## config.mk

```make
export PLATFORM = sky130hd
export DESIGN_NAME = cache_fill_fsm_flat
export DESIGN_NICKNAME = d
export VERILOG_FILES = /design/src/rtl/cache_fill_if.sv /design/src/rtl/cache_fill_fsm.sv /design/src/flat_wrapper.sv
export SDC_FILE = /design/constraint.sdc
export NUM_CORES = 1
export LEC_CHECK = 0
export CAP_MARGIN = 20
export CELL_PAD_IN_SITES_DETAIL_PLACEMENT = 0
export CELL_PAD_IN_SITES_GLOBAL_PLACEMENT = 1
export CORE_MARGIN = 3
export CORE_UTILIZATION = 27
export DETAILED_ROUTE_END_ITERATION = 8
export PLACE_DENSITY_LB_ADDON = 0.15
export SLEW_MARGIN = 20
export SYNTH_ARGS = -nofsm -noshare
export SYNTH_HDL_FRONTEND = slang
export SYNTH_SLANG_ARGS = --single-unit
```

## constraint.sdc

```tcl
create_clock -name clk -period 1.56 [get_ports clk]
set_input_delay 0.156 -clock clk [delete_from_list [all_inputs] [get_ports clk]]
set_output_delay 0.156 -clock clk [all_outputs]
set_load 0.005 [all_outputs]
```

## src/rtl/cache_fill_if.sv

```systemverilog
// Fill-side bus between the cache and its miss-handling controller.
// Carries the miss request from the cache, the pipelined main-memory read
// request/return, and the controller's write strobes and index back into the cache.
//   master : the fill controller (issues memory reads, drives cache writes)
//   slave  : the cache/memory side
interface cache_fill_if #(
  parameter int ADDR_W = 16
);
  logic              miss_detected;
  logic [ADDR_W-1:0] miss_address;
  logic              memory_data_valid;
  logic              mem_read_en;
  logic [ADDR_W-1:0] mem_read_addr;
  logic              fsm_busy;
  logic [ADDR_W-1:0] memory_address;
  logic              write_data_array;
  logic              write_tag_array;

  modport master (
    input  miss_detected, miss_address, memory_data_valid,
    output mem_read_en, mem_read_addr, fsm_busy, memory_address,
           write_data_array, write_tag_array
  );

  modport slave (
    output miss_detected, miss_address, memory_data_valid,
    input  mem_read_en, mem_read_addr, fsm_busy, memory_address,
           write_data_array, write_tag_array
  );
endinterface

```

## src/rtl/cache_fill_fsm.sv

```systemverilog
// Cache miss fill controller. On a miss it issues BLOCK_WORDS back-to-back
// reads to pipelined main memory, writes each returning word into the data
// array in order, then pulses the tag write for one cycle.
//   clk  : system clock, rising edge
//   rst  : asynchronous active-low reset
//   bus  : cache_fill_if.master (miss in, memory read out/return in,
//          cache write strobes and index out)
//
// state | meaning
// IDLE  | waiting for a miss; outputs quiet
// FILL  | issuing reads and accepting returned words
// TAG   | one-cycle tag/valid write for the filled block
module cache_fill_fsm #(
  parameter int ADDR_W      = 16,
  parameter int BLOCK_WORDS = 8,
  parameter int WORD_BYTES  = 2
) (
  input  logic          clk,
  input  logic          rst,
  cache_fill_if.master  bus
);

  localparam int CW    = $clog2(BLOCK_WORDS);
  localparam int OFF_W = $clog2(BLOCK_WORDS * WORD_BYTES);
  localparam logic [CW-1:0] LAST = CW'(BLOCK_WORDS - 1);

  typedef enum logic [1:0] {IDLE, FILL, TAG} state_t;

  state_t            state, state_nxt;
  logic [CW-1:0]     issue_cnt, rcv_cnt;
  logic              issue_done;
  logic [ADDR_W-1:0] base;
  logic [ADDR_W-1:0] issue_addr, rcv_addr;
  logic              capture, issue_fire, rcv_fire;

  assign issue_addr = base + ADDR_W'(issue_cnt) * ADDR_W'(WORD_BYTES);
  assign rcv_addr   = base + ADDR_W'(rcv_cnt) * ADDR_W'(WORD_BYTES);

  always_ff @(posedge clk or negedge rst) begin
    if (!rst) state <= IDLE;
    else      state <= state_nxt;
  end

  always_comb begin
    state_nxt            = state;
    capture              = 1'b0;
    issue_fire           = 1'b0;
    rcv_fire             = 1'b0;
    bus.mem_read_en      = 1'b0;
    bus.mem_read_addr    = '0;
    bus.fsm_busy         = 1'b0;
    bus.memory_address   = '0;
    bus.write_data_array = 1'b0;
    bus.write_tag_array  = 1'b0;
    case (state)
      IDLE: begin
        if (bus.miss_detected) begin
          capture   = 1'b1;
          state_nxt = FILL;
        end
      end
      FILL: begin
        bus.fsm_busy       = 1'b1;
        // index stays on the next expected word even when nothing returns
        bus.memory_address = rcv_addr;
        if (!issue_done) begin
          issue_fire        = 1'b1;
          bus.mem_read_en   = 1'b1;
          bus.mem_read_addr = issue_addr;
        end
        if (bus.memory_data_valid) begin
          rcv_fire             = 1'b1;
          bus.write_data_array = 1'b1;
          if (rcv_cnt == LAST) state_nxt = TAG;
        end
      end
      TAG: begin
        bus.write_tag_array = 1'b1;
        bus.memory_address  = base;
        state_nxt           = IDLE;
      end
      default: state_nxt = IDLE;
    endcase
  end

  // issue_done distinguishes "all issued" from the 3-bit counter wrapping to 0
  always_ff @(posedge clk or negedge rst) begin
    if (!rst) begin
      issue_cnt  <= '0;
      rcv_cnt    <= '0;
      issue_done <= 1'b0;
      base       <= '0;
    end else if (capture) begin
      issue_cnt  <= '0;
      rcv_cnt    <= '0;
      issue_done <= 1'b0;
      base       <= {bus.miss_address[ADDR_W-1:OFF_W], {OFF_W{1'b0}}};
    end else begin
      if (issue_fire) begin
        issue_cnt <= issue_cnt + 1'b1;
        if (issue_cnt == LAST) issue_done <= 1'b1;
      end
      if (rcv_fire) rcv_cnt <= rcv_cnt + 1'b1;
    end
  end

endmodule

```

## src/flat_wrapper.sv

```systemverilog
// flat-port wrapper written by rule: the top's interface ports become plain ports
module cache_fill_fsm_flat 
#(
  parameter int ADDR_W      = 16,
  parameter int BLOCK_WORDS = 8,
  parameter int WORD_BYTES  = 2
)
  (clk, rst, bus_miss_detected, bus_miss_address, bus_memory_data_valid, bus_mem_read_en, bus_mem_read_addr, bus_fsm_busy, bus_memory_address, bus_write_data_array, bus_write_tag_array);
  cache_fill_if #(.ADDR_W(ADDR_W)) bus_i ();
  input  logic clk;
  input  logic rst;
  input wire logic [$bits(bus_i.miss_detected)-1:0] bus_miss_detected;
  input wire logic [$bits(bus_i.miss_address)-1:0] bus_miss_address;
  input wire logic [$bits(bus_i.memory_data_valid)-1:0] bus_memory_data_valid;
  output wire logic [$bits(bus_i.mem_read_en)-1:0] bus_mem_read_en;
  output wire logic [$bits(bus_i.mem_read_addr)-1:0] bus_mem_read_addr;
  output wire logic [$bits(bus_i.fsm_busy)-1:0] bus_fsm_busy;
  output wire logic [$bits(bus_i.memory_address)-1:0] bus_memory_address;
  output wire logic [$bits(bus_i.write_data_array)-1:0] bus_write_data_array;
  output wire logic [$bits(bus_i.write_tag_array)-1:0] bus_write_tag_array;
  assign bus_i.miss_detected = bus_miss_detected;
  assign bus_i.miss_address = bus_miss_address;
  assign bus_i.memory_data_valid = bus_memory_data_valid;
  assign bus_mem_read_en = bus_i.mem_read_en;
  assign bus_mem_read_addr = bus_i.mem_read_addr;
  assign bus_fsm_busy = bus_i.fsm_busy;
  assign bus_memory_address = bus_i.memory_address;
  assign bus_write_data_array = bus_i.write_data_array;
  assign bus_write_tag_array = bus_i.write_tag_array;
  cache_fill_fsm #(.ADDR_W(ADDR_W), .BLOCK_WORDS(BLOCK_WORDS), .WORD_BYTES(WORD_BYTES)) u_core (.clk(clk), .rst(rst), .bus(bus_i));
endmodule
```

==> reports/metrics.yaml <==
fin_crit_sh_pct: 112
cts.hold.buffers_added: 0
outcome: "finished, violations left"
num_rows: 23
pre_cts_ws_ps: -298
area_growth_pct: 87.9
worstHoldPathType: "in -> async"
power_density_nw_per_um2: 2000
reg2reg_depth: 6
setup_viol: 33
seq_power_share_pct: 22.6
setup_tns_ps: -4110
rr_startpoint: "u_core.state[0]"
clock_path_buffers: 2
cts_made_buffers: 3
gr-usage-all-layers_pct: 12.4
grt_max_degree: 22
worst-setup-path-type: "reg -> out"
worst_slack_ps: -186
ys_warn_count: 0
vias: 1037
yosysSeqAreaShare_pct: 44.2
finalHoldViolations: 0
synth.avg_cell_area_um2: 10.8
crit_path_end_kind: "primary output"
routed_wl_um: 3270
final_util_pct: 54.3
antenna_cells: 0
io_buffers: 49
cp_top_family: "buffers and inverters"
fin_nets: 220
path_clk_slew_ps: 80
switching_share_pct: 32.2
die_width_um: 72.4
leakage_nw: 1.10
p_comb_share_pct: 69.4
crit_chain: "buf_6 -> ha_4 -> nor2b_4 -> buf_6 -> buf_6 -> and2_4 -> buf_6"
r2r_setup_slack_ps: -140
clock_latency_ps: 260
slew_viol_final: 0
violations: "setup timing"
cp.required_ps: 1400
first_pass_iters: 4
grt_pass1_vias: 1043
syn_area_um2: 1190
cts_sinks: 21
layout-drive-gt1-share_pct: 64.0
die_area_um2: 5240
fin_skew_ps: 6.69
worstReg2RegEnd: "u_core.state[0]"
initial_core_util_pct: 28.9
place.detailed.hpwl_um: 2290
path_common_cell: "buf_6"
grt_pass1_wl_um: 5090
cts_root_buf: "clkbuf_8"
grt_antenna_before_repair: 0
fin_crit_ps: 1750
critPathMaxStageDelay_ps: 420
h-tree-depth: 1
peakVddDrop_mv: 1.07
synth_cells: 110
cp_num_buf_inv: 4
cp_data_arrival_time_ps: 1590
drv_cap: 0
clock.fmax_ghz: 0.573
ant_nets: 0
crit_path_top_delay_cell: "dfrtp_1"
crit_path_start_kind: "flip-flop"
p_switching_mw: 1.44
viasPerCell: 4.34
synth.distinct_cells: 21
core_area_um2: 4120
boundaryPins: 56
crit_fanout: 3
route.detailed.drc: 0
overflow: 0
ys_seq_elements: 21
pwr-share-clk_pct: 8.0
drtIter0Drc: 24
rsz0062_at_grt: "true"
cts_tree: "yes"
avgRoutedWirePerCell_um: 13.7
routabilityCongestion: 0.778
dieHeight_um: 72.4
p_int_mw: 3.03
## worst register-to-register path: stages (launching register included)
cell and delay, ps:
dfrtp_1 420, buf_6 140, ha_4 150, buf_6 120, a222oi_1 280, buf_4 190, mux2_4 290
## layer usage
layer / vias up / global-route usage (%) / wire length, um
met4: 0 / 3.07 / 24
met3: 2 / 3.74 / 202
li1: 509 / - / -
met1: 496 / 15.1 / 1380
met5: - / 0 / 0
met2: 30 / 21.5 / 1660
## cell usage after synthesis (all sizes together)
cell type | instances | area [um^2]
inv | 6 | 22.5
clkbuf | 1 | 3.75
and2 | 27 | 169
buf | 6 | 37.5
ha | 10 | 125
o211a | 1 | 10.0
xnor2 | 1 | 8.76
nand2 | 3 | 11.3
o21a | 1 | 7.51
nor2b | 1 | 6.26
mux2i | 2 | 20.0
a222oi | 1 | 10.0
a21oi | 3 | 15.0
nand3 | 2 | 10.0
xor2 | 1 | 8.76
mux2 | 14 | 158
conb | 1 | 3.75
nor2 | 5 | 18.8
and3 | 3 | 18.8
dfrtp | 21 | 526
## stage by stage
| step | cell area (um^2) | std cells | hold WS (ps) | power (mW) |
|---|---|---|---|---|
| after floorplan | 1200 | 111 | -140 | 1.92 |
| after global placement | 1850 | 221 | 488 | 3.14 |
| after detailed placement | 1850 | 221 | 500 | 3.17 |
| after CTS | 2050 | 236 | 247 | 4.06 |
| after global routing | 2240 | 239 | 256 | 4.79 |
| final | 2240 | 239 | 243 | 4.47 |
## cells by family after synthesis
| group | after synthesis | synth area share, % |
|---|---|---|
| AO/OA/AOI/OAI | 6 | 3.58 |
| buffers and inverters | 13 | 5.36 |
| multiplexers | 16 | 14.9 |
| other | 1 | 0.315 |
| XOR/XNOR | 2 | 1.47 |
| adder cells (fa/ha/maj) | 10 | 10.5 |
| AND/OR/NAND/NOR | 41 | 19.7 |
| flip-flops | 21 | 44.2 |
## power groups by stage
| stage | Combinational, mW | Clock, mW | Sequential (mW) |
|---|---|---|---|
| after floorplan | 0.997 | 0 | 0.925 |
| after global placement | 2.16 | 0 | 0.974 |
| after detailed placement | 2.18 | 0 | 0.988 |
| after CTS | 2.69 | 0.373 | 0.994 |
| after global routing | 3.34 | 0.402 | 1.05 |
| final | 3.10 | 0.355 | 1.01 |
## flip-flops by register name (all words and copies together) (netlist names)
signal,cells
u_core.issue_cnt,3
u_core.issue_done,1
u_core.rcv_cnt,3
u_core.base,12
u_core.state,2
## cells in the final DEF, fill, tap and decap left out, types with 2 or more instances in the layout
cell type and count:
a21oi_1 3, and2_4 26, and3_4 3, buf_2 3, buf_4 16, buf_6 44, clkbuf_8 3, clkdlybuf4s50_1 15
conb_1 2, dfrtp_1 21, ha_1 5, ha_4 5, inv_1 4, inv_2 2, mux2_2 12, mux2_4 2
mux2i_1 2, nand2_1 2, nand3_1 2, nor2_1 5
## layout make-up
class | instances | area [um^2]
fill | 361 | 1880
clock inverter | 1 | 5.00
sequential | 21 | 526
tap | 50 | 62.6
clock buffer | 3 | 41.3
multi-input combinational | 77 | 764
inverter | 6 | 22.5
timing repair buffer | 81 | 815
## timing repair
item / 4_1_cts / 5_1_grt
pin swaps: 22 / 5
buffers inserted: 11 / 6
endpoints found under the setup margin: 37 / 36
resized for setup: 183 / 40
## worst max path at each step
stage | start | slack (ps) | cells past startpoint | to
CTS | u_core.state[1] | -180 | 7 | bus_memory_address[6]
floorplan | u_core.state[1] | 20 | 4 | u_core.state[0]
global route | u_core.state[0] | -260 | 6 | bus_memory_address[6]
global placement | u_core.state[1] | -270 | 6 | bus_mem_read_addr[2]
detailed placement | u_core.state[0] | -300 | 6 | bus_memory_address[13]
finish | u_core.state[0] | -190 | 7 | bus_mem_read_addr[8]
Note: power is estimated with default switching activity, not from simulation.
